[src/rtl/imem_loader_if.sv]
// Byte-stream and instruction-memory write bundle for the program loader.
// The host side uses master; the loader uses slave.
interface imem_loader_if;
    logic        start;
    logic        byte_valid;
    logic [7:0]  byte_data;
    logic        byte_ready;
    logic        mem_we;
    logic [31:0] mem_addr;
    logic [31:0] mem_wd;
    logic        core_rst_n;
    logic        busy;
    logic        done;
    logic        error;

    modport master (
        output start, byte_valid, byte_data,
        input  byte_ready, mem_we, mem_addr, mem_wd, core_rst_n, busy, done, error
    );

    modport slave (
        input  start, byte_valid, byte_data,
        output byte_ready, mem_we, mem_addr, mem_wd, core_rst_n, busy, done, error
    );
endinterface

[src/rtl/imem_loader.sv]
// Loads a framed, XOR-checked program image into instruction memory; holds the core in reset until success.
// Write pulse lands one cycle after a word's 4th byte; byte_ready stays high through it, so bytes may stream back-to-back.
module imem_loader #(
    parameter int          DEPTH     = 1024,
    parameter logic [31:0] BASE_ADDR = 32'h0000_0000
) (
    input  logic        clk,
    input  logic        rst,
    imem_loader_if.slave bus
);

    typedef enum logic [2:0] {
        IDLE,
        HDR_LO,
        HDR_HI,
        DATA,
        CHK,
        DONE,
        ERR
    } state_t;

    localparam logic [16:0] DEPTH_W = 17'(DEPTH);

    state_t      state;
    logic [15:0] cnt;
    logic [15:0] idx;
    logic [1:0]  lane;
    logic [23:0] acc;
    logic [7:0]  csum;

    logic        ready_q;
    logic        we_q;
    logic [31:0] addr_q;
    logic [31:0] wd_q;
    logic        core_rst_n_q;
    logic        busy_q;
    logic        done_q;
    logic        error_q;

    logic        xfer;
    logic [15:0] n_hdr;

    assign xfer  = bus.byte_valid && ready_q;
    assign n_hdr = {bus.byte_data, cnt[7:0]};

    always_ff @(posedge clk) begin
        if (rst) begin
            state        <= IDLE;
            cnt          <= '0;
            idx          <= '0;
            lane         <= '0;
            acc          <= '0;
            csum         <= '0;
            ready_q      <= 1'b0;
            we_q         <= 1'b0;
            addr_q       <= BASE_ADDR;
            wd_q         <= '0;
            core_rst_n_q <= 1'b0;
            busy_q       <= 1'b0;
            done_q       <= 1'b0;
            error_q      <= 1'b0;
        end else begin
            we_q <= 1'b0;
            case (state)
                IDLE, DONE, ERR: begin
                    if (bus.start) begin
                        state        <= HDR_LO;
                        done_q       <= 1'b0;
                        error_q      <= 1'b0;
                        csum         <= '0;
                        idx          <= '0;
                        lane         <= '0;
                        busy_q       <= 1'b1;
                        ready_q      <= 1'b1;
                        core_rst_n_q <= 1'b0;
                    end
                end
                HDR_LO: begin
                    if (xfer) begin
                        cnt[7:0] <= bus.byte_data;
                        csum     <= csum ^ bus.byte_data;
                        state    <= HDR_HI;
                    end
                end
                HDR_HI: begin
                    if (xfer) begin
                        cnt  <= n_hdr;
                        csum <= csum ^ bus.byte_data;
                        if ({1'b0, n_hdr} > DEPTH_W) begin
                            state   <= ERR;
                            error_q <= 1'b1;
                            busy_q  <= 1'b0;
                            ready_q <= 1'b0;
                        end else if (n_hdr == 16'd0) begin
                            state <= CHK;
                        end else begin
                            state <= DATA;
                        end
                    end
                end
                DATA: begin
                    if (xfer) begin
                        csum <= csum ^ bus.byte_data;
                        lane <= lane + 2'd1;
                        case (lane)
                            2'd0: acc[7:0]   <= bus.byte_data;
                            2'd1: acc[15:8]  <= bus.byte_data;
                            2'd2: acc[23:16] <= bus.byte_data;
                            default: begin
                                // Word complete: the write pulse is the registered copy, visible next cycle.
                                we_q   <= 1'b1;
                                addr_q <= BASE_ADDR + {14'd0, idx, 2'b00};
                                wd_q   <= {bus.byte_data, acc};
                                idx    <= idx + 16'd1;
                                if (idx + 16'd1 == cnt) begin
                                    state <= CHK;
                                end
                            end
                        endcase
                    end
                end
                CHK: begin
                    if (xfer) begin
                        busy_q  <= 1'b0;
                        ready_q <= 1'b0;
                        if (bus.byte_data == csum) begin
                            state        <= DONE;
                            done_q       <= 1'b1;
                            core_rst_n_q <= 1'b1;
                        end else begin
                            state   <= ERR;
                            error_q <= 1'b1;
                        end
                    end
                end
                default: state <= IDLE;
            endcase
        end
    end

    assign bus.byte_ready = ready_q;
    assign bus.mem_we     = we_q;
    assign bus.mem_addr   = addr_q;
    assign bus.mem_wd     = wd_q;
    assign bus.core_rst_n = core_rst_n_q;
    assign bus.busy       = busy_q;
    assign bus.done       = done_q;
    assign bus.error      = error_q;

endmodule
[src/flat_wrapper.sv]
// flat-port wrapper written by rule: the top's interface ports become plain ports
module imem_loader_flat 
#(
    parameter int          DEPTH     = 1024,
    parameter logic [31:0] BASE_ADDR = 32'h0000_0000
)
  (clk, rst, bus_start, bus_byte_valid, bus_byte_data, bus_byte_ready, bus_mem_we, bus_mem_addr, bus_mem_wd, bus_core_rst_n, bus_busy, bus_done, bus_error);
  imem_loader_if bus_i ();
  input  logic clk;
  input  logic rst;
  input wire logic [$bits(bus_i.start)-1:0] bus_start;
  input wire logic [$bits(bus_i.byte_valid)-1:0] bus_byte_valid;
  input wire logic [$bits(bus_i.byte_data)-1:0] bus_byte_data;
  output wire logic [$bits(bus_i.byte_ready)-1:0] bus_byte_ready;
  output wire logic [$bits(bus_i.mem_we)-1:0] bus_mem_we;
  output wire logic [$bits(bus_i.mem_addr)-1:0] bus_mem_addr;
  output wire logic [$bits(bus_i.mem_wd)-1:0] bus_mem_wd;
  output wire logic [$bits(bus_i.core_rst_n)-1:0] bus_core_rst_n;
  output wire logic [$bits(bus_i.busy)-1:0] bus_busy;
  output wire logic [$bits(bus_i.done)-1:0] bus_done;
  output wire logic [$bits(bus_i.error)-1:0] bus_error;
  assign bus_i.start = bus_start;
  assign bus_i.byte_valid = bus_byte_valid;
  assign bus_i.byte_data = bus_byte_data;
  assign bus_byte_ready = bus_i.byte_ready;
  assign bus_mem_we = bus_i.mem_we;
  assign bus_mem_addr = bus_i.mem_addr;
  assign bus_mem_wd = bus_i.mem_wd;
  assign bus_core_rst_n = bus_i.core_rst_n;
  assign bus_busy = bus_i.busy;
  assign bus_done = bus_i.done;
  assign bus_error = bus_i.error;
  imem_loader #(.DEPTH(DEPTH), .BASE_ADDR(BASE_ADDR)) u_core (.clk(clk), .rst(rst), .bus(bus_i));
endmodule
[config.mk]
export PLATFORM = sky130hd
export DESIGN_NAME = imem_loader_flat
export DESIGN_NICKNAME = d
export VERILOG_FILES = /design/src/rtl/imem_loader_if.sv /design/src/rtl/imem_loader.sv /design/src/flat_wrapper.sv
export SDC_FILE = /design/constraint.sdc
export NUM_CORES = 1
export LEC_CHECK = 0
export BUFFER_PORTS_ARGS = -buffer_cell sky130_fd_sc_hd__buf_2
export CAP_MARGIN = 25
export CORE_MARGIN = 2
export CORE_UTILIZATION = 45
export DETAILED_ROUTE_END_ITERATION = 8
export PLACE_DENSITY_LB_ADDON = 0.3
export SLEW_MARGIN = 20
export SYNTH_ARGS = -nofsm -noshare
export SYNTH_HDL_FRONTEND = slang
export SYNTH_SLANG_ARGS = --single-unit
[constraint.sdc]
create_clock -name clk -period 5.04 [get_ports clk]
set_clock_uncertainty 0.15 [all_clocks]
set_input_delay 1.008 -clock clk [delete_from_list [all_inputs] [get_ports clk]]
set_output_delay 1.008 -clock clk [all_outputs]
set_load 0.05 [all_outputs]
==> Yosys cells after proc, flatten, opt, wreduce, memory -nomap -nowiden <==
Index checks and enable logic that the tools add are counted.
{ "totals": {"ff_bits": 121, "inputBits": 12, "output_inout_bits": 70, "word_cells": 107} }
{ "op_classes": {"n_addsub": 2, "order_cmp": 1, "n_eq_ne": 21, "n_mux": 38, "n_bitwise": 5, "n_reduce_logical": 25} }
{ "op_table": {"columns": ["op", "n"], "rows": [
  ["16-bit 2-to-1 mux", 3],
  ["16-bit one-hot mux with 2 select lines", 1],
  ["8-bit one-hot mux with 2 select lines", 2],
  ["3-bit 2-to-1 mux", 9],
  ["8-bit 2-to-1 mux", 3],
  ["3-bit AND reduction", 7],
  ["16-bit by 1-bit adder with 16-bit output, second input constant", 1],
  ["16-bit == test", 1],
  ["16-bit by 11-bit > comparator with 1-bit output, second input constant", 1],
  ["16-bit zero test", 1],
  ["2-bit by 1-bit inequality test with 1-bit output, second input constant", 8],
  ["3-bit one-hot mux with 5 select lines", 1],
  ["1-bit 2-to-1 mux", 12],
  ["3-bit OR reduction", 4],
  ["3-bit == test, second input constant", 3],
  ["8-bit == test", 1],
  ["4-bit AND reduction", 2],
  ["8-bit XOR", 1],
  ["7-bit AND reduction", 1],
  ["3-bit by 2-bit == test with 1-bit output, second input constant", 2],
  ["2-bit 2-to-1 mux", 3],
  ["2-bit inequality test, second input constant", 3],
  ["1-bit one-hot mux with 3 select lines", 2],
  ["6-bit AND reduction", 1],
  ["other kinds (14)", 19]
]} }

==> Logic depth before layout (Yosys ltp) <==
Gate-level depths: netlist of run 1.
{ "logic_depth": {"depth_word": 6, "depth_mapped": 9, "mapped_depth_nobuf": 8} }

==> Worst setup path before layout of run 1 <==
Ideal clock, no wire load.
{ "synth_timing": {"kind": "input port to flip-flop", "from": "in bus_byte_data[3]", "to": "reg u_core.state[0]", "setup_time_ns": 0.060, "arrival_ns": 2.470, "required_time_ns": 4.830, "slack_ns": 2.360, "cell_stages": 6, "path_buffers": 1, "path_cell_list": "clkbuf_1 > or4_1 > nor2_1 > nand3_1 > a2111oi_0 > mux2_1"} }
{ "synth_via": {"elab_chain_len": 5, "word_cells_on_any_way": 9, "cone_classes": "order compare: 1; eq/ne: 1; mux: 6; reduce/logical: 1"} }
{ "synth_lines": {"columns": ["element", "line", "rtl"], "rows": [
  ["from (decl)", "flat_wrapper.sv:13", "input wire logic [$bits(bus_i.byte_data)-1:0] bus_byte_data;"],
  ["branches (longest 4 deep; another with 16-bit by 11-bit > comparator with 1-bit output)", null, null],
  ["3-bit one-hot mux with 5 select lines *", "imem_loader.sv:64", "case (state)"],
  ["to (signal assigned)", "imem_loader.sv:67", "state <= HDR_LO;"],
  ["to (signal assigned)", "imem_loader.sv:90", "state <= ERR;"],
  ["to (signal assigned)", "imem_loader.sv:95", "state <= CHK;"],
  ["to (decl)", "imem_loader.sv:24", "state_t state;"]
]} }
Mark *: on every way between the ends. The select of a mux whose other input is x is not followed.
A chain may end at the register's enable or synchronous reset.

==> Final worst setup path of run 1 <==
{ "layout_timing": {"from": "reg u_core.state[1]", "to": "reg u_core.idx[11]"} }
{ "layout_via": {"elab_chain_len": 4, "word_cells_on_any_way": 11, "cone_classes": "eq/ne: 6; mux: 1; reduce/logical: 4"} }
{ "layout_lines": {"columns": ["element", "line", "rtl"], "rows": [
  ["from (signal assigned)", "imem_loader.sv:48", "state <= IDLE;"],
  ["from (signal assigned)", "imem_loader.sv:67", null],
  ["from (signal assigned)", "imem_loader.sv:82", "state <= HDR_HI;"],
  ["3-bit == test / 3-bit zero test (equally long branches)", "imem_loader.sv:64", null],
  ["3-bit OR reduction", "imem_loader.sv:64", null],
  ["2-bit inequality test (no source line) / 2-bit nonzero test (equally long branches)", null, null],
  ["4-bit AND reduction (no source line)", null, null],
  ["to (signal assigned)", "imem_loader.sv:114", "idx <= idx + 16'd1;"],
  ["to (decl)", "imem_loader.sv:26", "logic [15:0] idx;"]
]} }
Parallel ways exist; a longest one is shown, timed or not.

==> results.py, run 1 <==
metrics = {
    "placement": {
        "routabilityCongestion": 0.882,
        "hpwlAfterDp_um": 8700,
        "place_area_um2": 5890,
        "port_buffers": 65,
    },
    "finish": {
        "layout.nets": 756,
        "drive_above_1_share_pct": 15.6,
        "diodes": 0,
        "stdcell_area_um2": 6490,
        "area_growth_pct": 16.1,
    },
    "logic_synthesis": {
        "syn-cell-area_um2": 5590,
        "synth_fa_ha_area_share_pct": 1.12,
        "syn_inst": 708,
        "ys_seq_area_share_pct": 43.3,
        "netlist_top_cells_area": "dfxtp_1 (43%), nand2_1 (10%), a21oi_1 (9.2%)",
        "synth_compound_area_share_pct": 15.6,
        "synthMuxAreaShare_pct": 3.24,
        "synth-simple-area-share_pct": 24.8,
        "synth_edf_count": 0,
        "ys_ff_latch": 121,
        "yosys.cell_types.count": 59,
        "yosysTopAreaCellShare_pct": 43.3,
        "synth_warnings": 0,
        "async_flop_share_pct": 0,
        "avgSynthCellArea_um2": 7.90,
        "synth_top_family_by_area": "simple AND/OR/NAND/NOR gates",
        "synth-xor-area-share_pct": 5.01,
        "synth_top_flop_cell": "dfxtp_1",
        "yosys.area.top_type": "dfxtp_1",
    },
    "timing": {
        "max_freq_ghz": 0.300,
        "min_period_over_period_pct": 66.1,
        "slew_headroom_pct": 44.2,
        "hold_viol_final": 0,
        "holdWs_ps": 298,
        "worstMarginPinSlew_ps": 833,
        "setup_tns_ps": 0,
        "rsz0062_at_grt": "false",
        "finalSetupViolCount": 0,
        "post-route-min-period_ps": 3330,
        "drv_slew": 0,
    },
    "floorplan": {
        "num_io_pins": 82,
        "die_height_um": 115,
        "initial_core_util_pct": 46.4,
        "rows": 40,
        "dieWidth_um": 115,
        "core_area_um2": 12100,
        "dieArea_um2": 13300,
    },
    "setup_path": {
        "critPathArrivalTime_ps": 3480,
        "worstPathMaxFanout": 33,
        "critPathLaunchType": "flop",
        "endpoint_kind": "flop",
        "critPathKind": "reg2reg",
        "critPathRequiredTime_ps": 5190,
    },
    "pwr": {
        "peakVddDrop_mv": 0.231,
        "totalPowerFinal_uw": 2590,
        "p_switching_uw": 752,
        "leakage_uw": 0.00235,
        "swShare_pct": 29.1,
        "clkPwrFrac_pct": 46.8,
        "comb_power_share_pct": 13.9,
        "p_seq_share_pct": 39.2,
        "p_per_area_nw_per_um2": 399,
        "power.internal_uw": 1840,
    },
    "clocking": {
        "clk_pin_slew_worst_paths_ps": 60,
        "clkSinkCount": 121,
        "cts_max_level": 4,
        "cts_buffers": 17,
        "root_buffer": "clkbuf_16",
        "insertion_delay_ps": 420,
        "cts_tree": "done",
        "holdBufCountCts": 0,
        "clk_path_buf_depth": 2,
        "cts_resized": 0,
        "post_cts_buffers": 0,
    },
    "route": {
        "via_count": 4950,
        "ant_nets": 0,
        "routed_wl_um": 13200,
        "drc_errors": 0,
        "via_per_inst": 5.38,
        "dr.pass1.iters": 5,
        "wire_per_inst_um": 14.3,
        "drt-initial-drc-count": 265,
    },
    "global_routing": {
        "grt_max_degree": 82,
        "grt_pass1_wl_um": 22200,
        "track_usage_pct": 21.0,
        "grt_pass1_vias": 4647,
        "antenna_found_initial": 0,
        "grt_overflow": 0,
    },
    "job": {
        "cap_violations": 0,
    },
    "hold_path": {
        "hp-class": "reg2reg",
    },
    "outcome": {
        "outcome": "complete, no violations",
    },
}
## routing by layer
| metal | GRT usage [%] | wire length (um) | vias to the layer above |
|---|---|---|---|
| li1 | - | - | 2445 |
| met1 | 28.0 | 6340 | 2330 |
| met2 | 32.3 | 5950 | 150 |
| met3 | 5.54 | 654 | 25 |
| met4 | 8.76 | 230 | 0 |
| met5 | 0 | 0 | - |
## cell type report
type | instances | area [um2]
Clock buffer | 18 | 439
Timing Repair Buffer | 70 | 385
Tap cell | 168 | 210
Multi-Input combinational cell | 523 | 2850
Inverter | 6 | 22.5
Fill cell | 1105 | 5570
Sequential cell | 121 | 2420
Clock inverter | 14 | 161
## registers in the layout, indices dropped and copies added (netlist names)
signal	cells
u_core.bus.core_rst_n	1
u_core.cnt	16
u_core.bus.error	1
u_core.csum	8
u_core.bus.mem_addr	16
u_core.state	3
u_core.acc	24
u_core.lane	2
u_core.bus.byte_ready	1
u_core.bus.mem_we	1
u_core.bus.mem_wd	32
u_core.idx	16
## worst max-delay path, cell delays in order, from the launching register on
cell and delay, ps:
dfxtp_1 620, nand3b_1 580, nor2_2 220, buf_4 320, nand2_2 420, nand2_1 460, o21ai_0 180, a21oi_1 200
nor2_1 50
## kinds of logic after synthesis
kind of cell / count (synthesis)
fa+ha+maj: 5
other cells: 1
flops: 121
compound gates: 158
simple gates: 294
xor+xnor: 32
buf+inv: 79
mux: 18
## cell usage in the layout (no fill, tap or decap), drive strengths merged, types with 9 or more instances in the layout
master / instances
xor2: 12
mux2i: 17
conb: 16
dfxtp: 121
nand2: 150
o21ai: 30
inv: 12
clkbuf: 18
nand3b: 11
buf: 70
nand3: 34
nor4: 12
nor2: 50
nor3: 9
xnor2: 20
a21oi: 103
## path summary, 6_finish.rpt
path              cells past startpoint                            startpoint  slack, ps                              endpoint
setup / recovery                      8          u_core.state[1]$_SDFFE_PP0P_       1710           u_core.idx[11]$_SDFFE_PP0P_
hold / removal                        2  u_core.bus.mem_addr[10]$_SDFFE_PP0P_        300  u_core.bus.mem_addr[10]$_SDFFE_PP0P_
setup reg to reg                      8          u_core.state[1]$_SDFFE_PP0P_       1710           u_core.idx[11]$_SDFFE_PP0P_
hold reg to reg                       2  u_core.bus.mem_addr[10]$_SDFFE_PP0P_        300  u_core.bus.mem_addr[10]$_SDFFE_PP0P_
## power by group through the flow
stage	Clock [uW]	Combinational, uW	Sequential, uW
after floorplan	0	296	1020
after global placement	0	341	1030
after detailed placement	0	350	1040
after CTS	1240	355	1020
after global routing	1280	400	1020
final	1210	360	1020
## stage by stage
stage / instances / worst slack [ps] / utilization, %
floorplan: 723 / 2360 / -
global placement: 887 / 1700 / 48.6
detailed placement: 888 / 1680 / 48.8
CTS: 920 / 1770 / 53.8
global route: 920 / 1330 / 53.8
finish: 920 / 1710 / 53.8
## cells in the mapped netlist (3+ instances only)
library cell and count:
nand3b_1 11, or3_1 6, nand4_1 4, nand3_1 32
xnor2_1 20, o21a_1 3, nand2_1 150, nor2_1 49
a21oi_1 103, o21ai_0 28, nor2b_1 3, nor4_1 10
nor3_2 3, clkbuf_1 44, dfxtp_1 121, xor2_1 12
mux2i_1 17, ha_1 5, nand2b_1 5, a31oi_1 5
nor3_1 6, buf_2 8, inv_1 6, buf_4 18
No activity file was read; power rests on OpenSTA's default activity.
==> run 2, diff against run 1 <==
- ABC_AREA: not set -> 1
- clock period: 5.04 -> 3.15 ns (I/O delays scaled with it)
==> results.py, run 2 <==
metrics = {
    "logic_synthesis": {
        "synth_edf_count": 0,
        "avgSynthCellArea_um2": 7.58,
        "yosysTopAreaCellShare_pct": 43.9,
        "synth_top_flop_cell": "dfxtp_1",
        "post-synth-top-count-cell": "dfxtp_1",
        "synth_warnings": 0,
        "netlist_top_cells_area": "dfxtp_1 (44%), o21ai_0 (9.1%), nand2_1 (7.3%)",
        "ys_ff_latch": 121,
        "async_flop_share_pct": 0,
        "ys_seq_area_share_pct": 43.9,
        "yosys.area.top_type": "dfxtp_1",
        "syn-cell-area_um2": 5520,
        "syn_inst": 728,
        "yosys.cell_types.count": 34,
        "synth_common_cells": "dfxtp_1 (121), nand2_1 (108), o21ai_0 (100)",
    },
    "floorplan": {
        "die_height_um": 115,
        "dieWidth_um": 115,
        "initial_core_util_pct": 45.9,
        "rows": 40,
        "num_io_pins": 82,
        "dieArea_um2": 13200,
        "core_area_um2": 12000,
    },
    "finish": {
        "drive_above_1_share_pct": 17.9,
        "diodes": 0,
        "final_cells": 941,
        "area_growth_pct": 15.5,
        "fillCellCount": 1131,
        "final_common_cell": "dfxtp_1",
        "layout.nets": 798,
        "stdcell_area_um2": 6380,
        "multi_input_area_um2": 2600,
        "largest_reg_flops": 32,
        "regArea_um2": 2420,
        "fin_util_pct": 53.1,
        "final_cell_mix": "dfxtp_1 (121), nand2_1 (108), o21ai_0 (100)",
    },
    "timing": {
        "setup_tns_ps": 0,
        "rsz0062_at_grt": "false",
        "drv_slew": 0,
        "slew_headroom_pct": 43.5,
        "post-route-min-period_ps": 2360,
        "finalSetupViolCount": 0,
        "hold_viol_final": 0,
        "setup_slack_ps": 793,
        "worstMarginPinSlew_ps": 845,
        "min_period_over_period_pct": 74.8,
        "max_freq_ghz": 0.424,
    },
    "job": {
        "cap_violations": 0,
    },
    "global_routing": {
        "grt_pass1_wl_um": 22100,
        "track_usage_pct": 21.3,
        "grt_overflow": 0,
        "antenna_found_initial": 0,
        "grt_max_degree": 53,
        "grt_pass1_vias": 4604,
    },
    "clocking": {
        "cts_max_level": 4,
        "clk_pin_slew_worst_paths_ps": 60,
        "post_cts_buffers": 0,
        "cts_tree": "done",
        "holdBufCountCts": 0,
        "cts_resized": 0,
        "insertion_delay_ps": 420,
        "cts_buffers": 17,
        "clk_path_buf_depth": 2,
        "clkSinkCount": 121,
        "root_buffer": "clkbuf_16",
    },
    "setup_path": {
        "critPathArrivalTime_ps": 2520,
        "critPathKind": "reg2reg",
        "crit_buf_inv": 0,
        "endpoint_kind": "flop",
        "cp_slowest_stage_delay_ps": 450,
        "rrSetupSlack_ps": 790,
        "critical_path.slowest_cell": "dfxtp_1",
        "worstPathCellList": "ha_1, nand2_2, nor2_4, nand2_1, nand2_1, nand3_1, nand2_1, nand4_1, nor2_1, nand3_1, nand2_2, nand3_1, nand2_1, nor2_1",
        "cp_top_family": "simple AND/OR/NAND/NOR gates",
        "worstPathMaxFanout": 9,
        "critPathLaunchType": "flop",
        "critPathRequiredTime_ps": 3310,
        "path_common_cell": "nand2_1",
    },
    "route": {
        "routed_wl_um": 13500,
        "drc_errors": 0,
        "drt-initial-drc-count": 338,
        "via_per_inst": 5.28,
        "wire_per_inst_um": 14.3,
        "via_count": 4971,
        "ant_nets": 0,
        "dr.pass1.iters": 7,
    },
    "placement": {
        "place_area_um2": 5810,
        "routabilityCongestion": 0.890,
        "hpwlAfterDp_um": 9260,
        "port_buffers": 65,
        "dp_cells": 909,
        "dp_slack_ps": 606,
    },
    "hold_path": {
        "hp-class": "reg2reg",
    },
    "outcome": {
        "outcome": "complete, no violations",
    },
    "pwr": {
        "p_per_area_nw_per_um2": 718,
        "leakage_uw": 0.00299,
        "peakVddDrop_mv": 0.507,
    },
}
run 2: cell count changes after synthesis, moves of 11 or more:
cell	previous run	this run
nor2_1	49	76
clkbuf_1	44	14
mux2i_1	17	0
xor2_1	12	1
inv_1	6	54
nand2_1	150	108
xnor2_1	20	9
nor2_2	1	14
a21oi_1	103	80
o21ai_0	28	100
run 2: worst reg2reg max path: cells and delay by family, from the launching register on:
| family | cells | cell delay (ps) |
|---|---|---|
| and+or+nand+nor | 13 | 1390 |
| DFF | 1 | 450 |
| adders and majority gates | 1 | 260 |
run 2: power by group:
| group | leakage (uW) | switching (uW) | total (uW) | internal [uW] |
|---|---|---|---|---|
| registers | 0.000979 | 114 | 1770 | 1660 |
| clock network | 0.000273 | 743 | 1840 | 1100 |
| logic | 0.00174 | 661 | 968 | 307 |
run 2: cell families (layout without fill, tap and decap cells):
group                      Yosys count  after routing  synth area share [%]
other                                1             16                0.0679
and+or+nand+nor                    271            271                  22.6
buffers and inverters              113            164                  9.97
AOI/OAI and AO/OA                  207            207                  20.8
adders and majority gates            5              5                  1.13
DFF                                121            121                  43.9
xor gates and xnor gates            10             10                  1.59
run 2: final cells by class:
class | count | share of cell area [%]
tap | 147 | 2.88
sequential | 121 | 38.0
timing repair buffer | 71 | 5.81
inverter | 61 | 3.61
clock inverter | 14 | 2.16
clock buffer | 18 | 6.73
multi-input combinational | 509 | 40.8
run 2: path summary, 6_finish.rpt:
| path | cells past startpoint | end | start |
|---|---|---|---|
| setup / recovery | 14 | u_core.state[2]$_SDFFE_PP0P_ | u_core.idx[0]$_SDFFE_PP0P_ |
| hold reg to reg | 2 | u_core.bus.error$_SDFFE_PP0P_ | u_core.bus.error$_SDFFE_PP0P_ |
| hold / removal | 2 | u_core.bus.error$_SDFFE_PP0P_ | u_core.bus.error$_SDFFE_PP0P_ |
| setup reg to reg | 14 | u_core.state[2]$_SDFFE_PP0P_ | u_core.idx[0]$_SDFFE_PP0P_ |
run 2: metal layers:
metal / global-route usage, % / vias to the layer above / part of all wire [%]
li1: - / 2509 / -
met3: 5.64 / 18 / 5.9
met4: 7.71 / 0 / 1.5
met1: 27.8 / 2282 / 46
met2: 34.2 / 162 / 46
met5: 0 / - / 0
run 2: stage by stage:
step / total power, uW / hold slack (ps)
after global routing: 4810 / 333
after detailed placement: 2760 / 292
after global placement: 2730 / 289
after CTS: 4610 / 301
after floorplan: 2590 / 300
final: 4580 / 300
